## config.mk

```make
export PLATFORM = sky130hd
export DESIGN_NAME = mem_dump_flat
export DESIGN_NICKNAME = d
export VERILOG_FILES = /design/src/rtl/mem_dump_if.sv /design/src/rtl/mem_dump.sv /design/src/flat_wrapper.sv
export SDC_FILE = /design/constraint.sdc
export NUM_CORES = 1
export LEC_CHECK = 0
export CAP_MARGIN = 0
export CORE_UTILIZATION = 46
export CTS_BUF_LIST = sky130_fd_sc_hd__clkbuf_16
export DETAILED_ROUTE_END_ITERATION = 10
export GPL_ROUTABILITY_DRIVEN = 1
export PLACE_DENSITY = 0.78
export SLEW_MARGIN = 20
export SYNTH_ARGS = -nofsm -noshare
export SYNTH_HDL_FRONTEND = slang
export SYNTH_SLANG_ARGS = --single-unit
```

## constraint.sdc

```tcl
create_clock -name clk -period 3 [get_ports clk]
set_clock_uncertainty 0.05 [all_clocks]
set_input_delay 0.6 -clock clk [delete_from_list [all_inputs] [get_ports clk]]
set_output_delay 0.6 -clock clk [all_outputs]
set_load 0.01 [all_outputs]
```

## src/rtl/mem_dump_if.sv

```systemverilog
// mem_dump_if: control, memory-read and byte-stream signals of the memory dump engine.
interface mem_dump_if #(parameter int ADDR_W = 8, parameter int DATA_W = 8);
    logic              start;
    logic [ADDR_W-1:0] start_addr;
    logic [ADDR_W:0]   len;
    logic              busy;
    logic              done;
    logic              mem_rd;
    logic [ADDR_W-1:0] mem_addr;
    logic [DATA_W-1:0] mem_data;
    logic [DATA_W-1:0] out_data;
    logic              out_valid;
    logic              out_ready;
    logic              out_last;
    modport slave (input start, start_addr, len, mem_data, out_ready,
                   output busy, done, mem_rd, mem_addr, out_data, out_valid, out_last);
    modport master (output start, start_addr, len, mem_data, out_ready,
                    input busy, done, mem_rd, mem_addr, out_data, out_valid, out_last);
endinterface

```

## src/rtl/mem_dump.sv

```systemverilog
// mem_dump: streams len memory words from start_addr as a byte stream; MEM_DUMP_CHECKSUM_EN appends a sum byte.
module mem_dump #(
    parameter int ADDR_W = 8,
    parameter int DATA_W = 8
) (
    input  logic       clk,
    input  logic       rst,
    mem_dump_if.slave  io
);
`ifdef MEM_DUMP_CHECKSUM_EN
    typedef enum logic [2:0] {IDLE, READ, WAIT, SEND, FIN, CSUM} state_t;
    localparam state_t TAIL = CSUM;
`else
    typedef enum logic [2:0] {IDLE, READ, WAIT, SEND, FIN} state_t;
    localparam state_t TAIL = FIN;
`endif
    state_t            state, state_next;
    logic [ADDR_W-1:0] addr;
    logic [ADDR_W:0]   remaining;
    logic [DATA_W-1:0] out_data;
    logic              out_valid;
    logic              xfer;
    logic              final_word;
`ifdef MEM_DUMP_CHECKSUM_EN
    logic [DATA_W-1:0] csum;
`endif
    assign xfer       = out_valid & io.out_ready;
    assign final_word = remaining == (ADDR_W+1)'(1);
    always_ff @(posedge clk) begin
        if (rst) state <= IDLE;
        else     state <= state_next;
    end
    always_comb begin
        state_next = state;
        case (state)
            IDLE:    state_next = !io.start ? IDLE : io.len == '0 ? TAIL : READ;
            READ:    state_next = WAIT;
            WAIT:    state_next = SEND;
            SEND:    state_next = !xfer ? SEND : final_word ? TAIL : READ;
`ifdef MEM_DUMP_CHECKSUM_EN
            CSUM:    state_next = xfer ? FIN : CSUM;
`endif
            FIN:     state_next = IDLE;
            default: state_next = IDLE;
        endcase
    end
    always_ff @(posedge clk) begin
        if (rst) begin
            addr      <= '0;
            remaining <= '0;
            out_data  <= '0;
            out_valid <= 1'b0;
`ifdef MEM_DUMP_CHECKSUM_EN
            csum      <= '0;
`endif
        end else begin
            if (state == IDLE && io.start) begin
                addr      <= io.start_addr;
                remaining <= io.len;
            end
            if (state == WAIT) begin
                out_data  <= io.mem_data;
                out_valid <= 1'b1;
            end
            if (xfer) out_valid <= 1'b0;
            if (state == SEND && xfer) begin
                addr      <= addr + 1'b1;
                remaining <= remaining - 1'b1;
            end
`ifdef MEM_DUMP_CHECKSUM_EN
            if (state == IDLE && io.start) csum <= '0;
            if (state == WAIT) csum <= csum + io.mem_data;
            // csum already holds the final data byte, added when it left WAIT
            if (state != CSUM && state_next == CSUM) begin
                out_data  <= state == IDLE ? '0 : csum;
                out_valid <= 1'b1;
            end
`endif
        end
    end
    assign io.busy      = state != IDLE;
    assign io.done      = state == FIN;
    assign io.mem_rd    = state == READ;
    assign io.mem_addr  = addr;
    assign io.out_data  = out_data;
    assign io.out_valid = out_valid;
`ifdef MEM_DUMP_CHECKSUM_EN
    assign io.out_last  = out_valid && state == CSUM;
`else
    assign io.out_last  = out_valid && final_word;
`endif
endmodule
```

## src/flat_wrapper.sv

```systemverilog
// flat-port wrapper written by rule: the top's interface ports become plain ports
module mem_dump_flat 
#(
    parameter int ADDR_W = 8,
    parameter int DATA_W = 8
)
  (clk, rst, io_start, io_start_addr, io_len, io_mem_data, io_out_ready, io_busy, io_done, io_mem_rd, io_mem_addr, io_out_data, io_out_valid, io_out_last);
  mem_dump_if #(.ADDR_W(ADDR_W), .DATA_W(DATA_W)) io_i ();
  input  logic clk;
  input  logic rst;
  input wire logic [$bits(io_i.start)-1:0] io_start;
  input wire logic [$bits(io_i.start_addr)-1:0] io_start_addr;
  input wire logic [$bits(io_i.len)-1:0] io_len;
  input wire logic [$bits(io_i.mem_data)-1:0] io_mem_data;
  input wire logic [$bits(io_i.out_ready)-1:0] io_out_ready;
  output wire logic [$bits(io_i.busy)-1:0] io_busy;
  output wire logic [$bits(io_i.done)-1:0] io_done;
  output wire logic [$bits(io_i.mem_rd)-1:0] io_mem_rd;
  output wire logic [$bits(io_i.mem_addr)-1:0] io_mem_addr;
  output wire logic [$bits(io_i.out_data)-1:0] io_out_data;
  output wire logic [$bits(io_i.out_valid)-1:0] io_out_valid;
  output wire logic [$bits(io_i.out_last)-1:0] io_out_last;
  assign io_i.start = io_start;
  assign io_i.start_addr = io_start_addr;
  assign io_i.len = io_len;
  assign io_i.mem_data = io_mem_data;
  assign io_i.out_ready = io_out_ready;
  assign io_busy = io_i.busy;
  assign io_done = io_i.done;
  assign io_mem_rd = io_i.mem_rd;
  assign io_mem_addr = io_i.mem_addr;
  assign io_out_data = io_i.out_data;
  assign io_out_valid = io_i.out_valid;
  assign io_out_last = io_i.out_last;
  mem_dump #(.ADDR_W(ADDR_W), .DATA_W(DATA_W)) u_core (.clk(clk), .rst(rst), .io(io_i));
endmodule
```

==> results of run 1 <==
-- per-stage QoR --
stage / util (%) / power, mW / hold slack [ps] / area (um2) / std cells
2_1_floorplan: - / 0.552 / 399 / 1460 / 181
3_3_place_gp: 65.3 / 0.653 / 410 / 1980 / 265
3_5_place_dp: 65.3 / 0.659 / 421 / 1980 / 265
4_1_cts: 69.8 / 1.12 / 430 / 2110 / 273
5_1_grt: 69.8 / 1.17 / 449 / 2110 / 273
6_report: 69.8 / 1.12 / 428 / 2110 / 273
-- flip-flops by register name, indices dropped and copies added (netlist names) --
name / cells
u_core.io.out_data: 8
u_core.remaining: 9
u_core.state: 3
u_core.io.out_valid: 1
u_core.io.mem_addr: 8
-- path summary, 6_finish.rpt --
kind	start	endpoint	slack, ps	depth (start not counted)
setup / recovery	u_core.remaining[4]	io_out_last	370	4
hold / removal	u_core.io.out_data[1]	u_core.io.out_data[1]	430	2
setup reg to reg	u_core.state[0]	u_core.io.mem_addr[7]	710	4
hold reg to reg	u_core.io.out_data[1]	u_core.io.out_data[1]	430	2
-- synth_stat cells, types with 2 or more instances --
cell	number
clkbuf_1	8
o311ai_0	2
a21oi_1	18
nand2_1	25
nor2b_1	2
nand3_1	7
or4_1	2
o21ai_0	12
buf_2	2
nand4_1	3
ha_1	3
and2_1	2
a31oi_1	8
or2_2	3
dfxtp_1	29
nor2_1	10
and3_1	2
a2bb2oi_1	4
nor3_1	2
a22oi_1	2
o211ai_1	5
nor4_1	4
a2111oi_0	2
or3_1	4
inv_1	4
-- cells by family (layout without fill, tap and decap cells) --
logic type                 after synthesis  in the layout  synth area share [%]
muxes                                    1              1                 0.685
DFF                                     29             29                  39.7
AOI/OAI and AO/OA                       59             59                  25.3
adders and majority gates                3              3                  2.57
and+or+nand+nor                         74             74                  27.7
buffers and inverters                   15             63                  4.11
-- power groups by stage --
stage / Sequential, mW / Combinational, mW / Clock (mW)
final: 0.448 / 0.206 / 0.468
after global routing: 0.453 / 0.224 / 0.492
after CTS: 0.448 / 0.206 / 0.471
after detailed placement: 0.455 / 0.204 / 0
after global placement: 0.452 / 0.200 / 0
after floorplan: 0.451 / 0.101 / 0
-- metal layers --
metal / up-vias / part of all wire [%] / wire (um)
met5: - / 0 / 0
met4: 0 / 2.2 / 87
met3: 10 / 6.0 / 243
met2: 56 / 47 / 1900
met1: 720 / 45 / 1790
li1: 771 / - / -
-- final cells by class --
type	count	area, um2
timing repair buffer	51	505
tap	44	55.1
multi-input combinational	137	821
sequential	29	581
fill	248	913
clock inverter	3	12.5
inverter	4	15.0
clock buffer	5	125
-- worst max-delay path, stage by stage, from the launching register on --
cell	delay, ps
dfxtp_1	350
nor4_1	370
and4b_1	300
and2_1	140
clkdlybuf4s50_1	540
==> results.rst, run 1 <==
.. list-table::
   :header-rows: 1

   * - Metric
     - Value
   * - Required time of the critical path
     - 2350 ps
   * - Fin crit share
     - 87.6%
   * - Post-Syn Area
     - 0.00146 mm2
   * - Worst setup path category
     - register to primary output
   * - Area inside the core boundary
     - 0.00303 mm2
   * - Total negative slack
     - 0 ps
   * - Top Usage Layer GRT
     - met2
   * - Pin count of the biggest net entering global routing
     - 21
   * - Number of failing hold endpoints at the final stage
     - 0
   * - Antenna Nets Post-Route
     - 0
   * - Most frequent standard cell in the layout excluding fill and tap cells
     - clkdlybuf4s50_1
   * - Fraction of the yosys area taken by sequential cells
     - 39.7%
   * - Slack of the critical path
     - 372 ps
   * - Peak supply drop
     - 386 uV
   * - Sum of net half-perimeters after detailed placement
     - 2.88 mm
   * - Maximum level of the CTS H-tree
     - 2
   * - Leading area contributor after synthesis
     - dfxtp_1
   * - Vias/cell
     - 5.70
   * - Number of warnings printed during yosys synthesis
     - 0
   * - Crit-path max FO
     - 7
   * - Post-Synthesis Net Count
     - 213
   * - Die width
     - 58.4 um
   * - Wire length of the first global-routing pass
     - 6.54 mm
   * - Die outline height
     - 58.4 um
   * - Cell variety after synth
     - 41
   * - Effective utilization at floorplan
     - 48.3%
   * - Area delta synth->final
     - 44.7%
   * - WP data arrival
     - 1980 ps
   * - Setup violations, final
     - 0
   * - Share of flip-flops with an asynchronous set or reset
     - 0%
   * - Met3 capacity usage during global routing
     - 9.01%
   * - Category of the worst setup path launch point
     - register
   * - Total of hold buffers inserted after clock tree synthesis
     - 0
   * - TritonRoute pass-1 iters
     - 4
   * - Final Critical Period
     - 2630 ps
   * - Portion of total power attributed to the clock network
     - 41.7%
   * - Fraction of layout instances using a drive strength above 1
     - 6.55%
   * - Synth top area share
     - 39.7%
   * - Worst Tran Pin Value
     - 787 ps
   * - Clock root buffer master
     - clkbuf_16
   * - Number of DRC violations after detailed-routing iteration 0
     - 68
   * - Part of the total power dissipated in combinational logic
     - 18.4%
   * - Remaining max-slew budget at the tightest pin
     - 47.4%
   * - Number of buffers added by the clock tree synthesis step
     - 5
   * - Overall routing resource usage
     - 25.7%
   * - Number of I/O pins
     - 50
   * - Commonest cells after routing, fill and taps aside
     - clkdlybuf4s50_1 (49), dfxtp_1 (29), nand2_1 (25)
   * - Number of antenna violations at the first check in global routing
     - 0
   * - Total power per unit cell area
     - 531 mW/mm2
   * - Net Sw Frac
     - 26.6%
   * - Gate count after technology mapping
     - 181
   * - Hold/Removal Path Class
     - register to register
   * - Leak Pwr
     - 0.728 nW
   * - Met2 Use GR
     - 41.2%
   * - Later-pin clock latency in the skew report
     - 280 ps
   * - Worst slack at placement
     - 269 ps
   * - Worst Setup End Kind
     - primary output
   * - Antenna diode count
     - 0
   * - RSZ-0062 raised after global routing
     - false
   * - Gr ovfl total
     - 0
   * - Number of enable flip-flop cells after synthesis
     - 0
   * - Via count of the first global-routing pass
     - 1476
   * - Number of gates resized after CTS
     - 0
   * - Sequential cell fraction of total power
     - 39.9%
   * - Die outline area
     - 0.00341 mm2
   * - Maximum buffer depth of the clock tree
     - 2
   * - Postcts setup bufs
     - 0
   * - Leading post-synthesis cells by cell area
     - dfxtp_1 (40%), nand2_1 (6.4%), a21oi_1 (6.2%)
   * - Fin. max-slew vios
     - 0
   * - GR Util met1
     - 30.3%
   * - Flip-flop cell with the highest count after synthesis
     - dfxtp_1
   * - Pint
     - 0.823 mW
   * - TritonCTS clock tree
     - built
   * - Final Routed Wirelength
     - 4.02 mm
   * - # nets final
     - 260
   * - Mean instance size in the synthesized netlist
     - 8.07 um2
   * - Detailed-route wire length per cell
     - 14.7 um
   * - Clock slew seen by the registers of the worst setup and hold paths
     - 50 ps
   * - Number of sinks on the clock net
     - 29
   * - Total of flip-flops plus latches after synthesis
     - 29
   * - Standard-cell row count
     - 20
   * - PortBufs
     - 49
   * - Detailed-route via count
     - 1557
   * - Power spent charging and discharging nets
     - 0.299 mW
   * - Max Fclk
     - 0.381 GHz
   * - Max Cap Violations
     - 0
   * - Run status
     - finished, final reports clean
   * - Gp weighted congestion
     - 0.856
   * - DRC Markers
     - 0
No activity file was read; power rests on OpenSTA's default activity.
==> inputs of run 2 (changes only) <==
- CTS_CLUSTER_SIZE: unset -> 28
==> results of run 2 <==
Same layout as run 1: the final DEF is identical, and so are final timing and power.
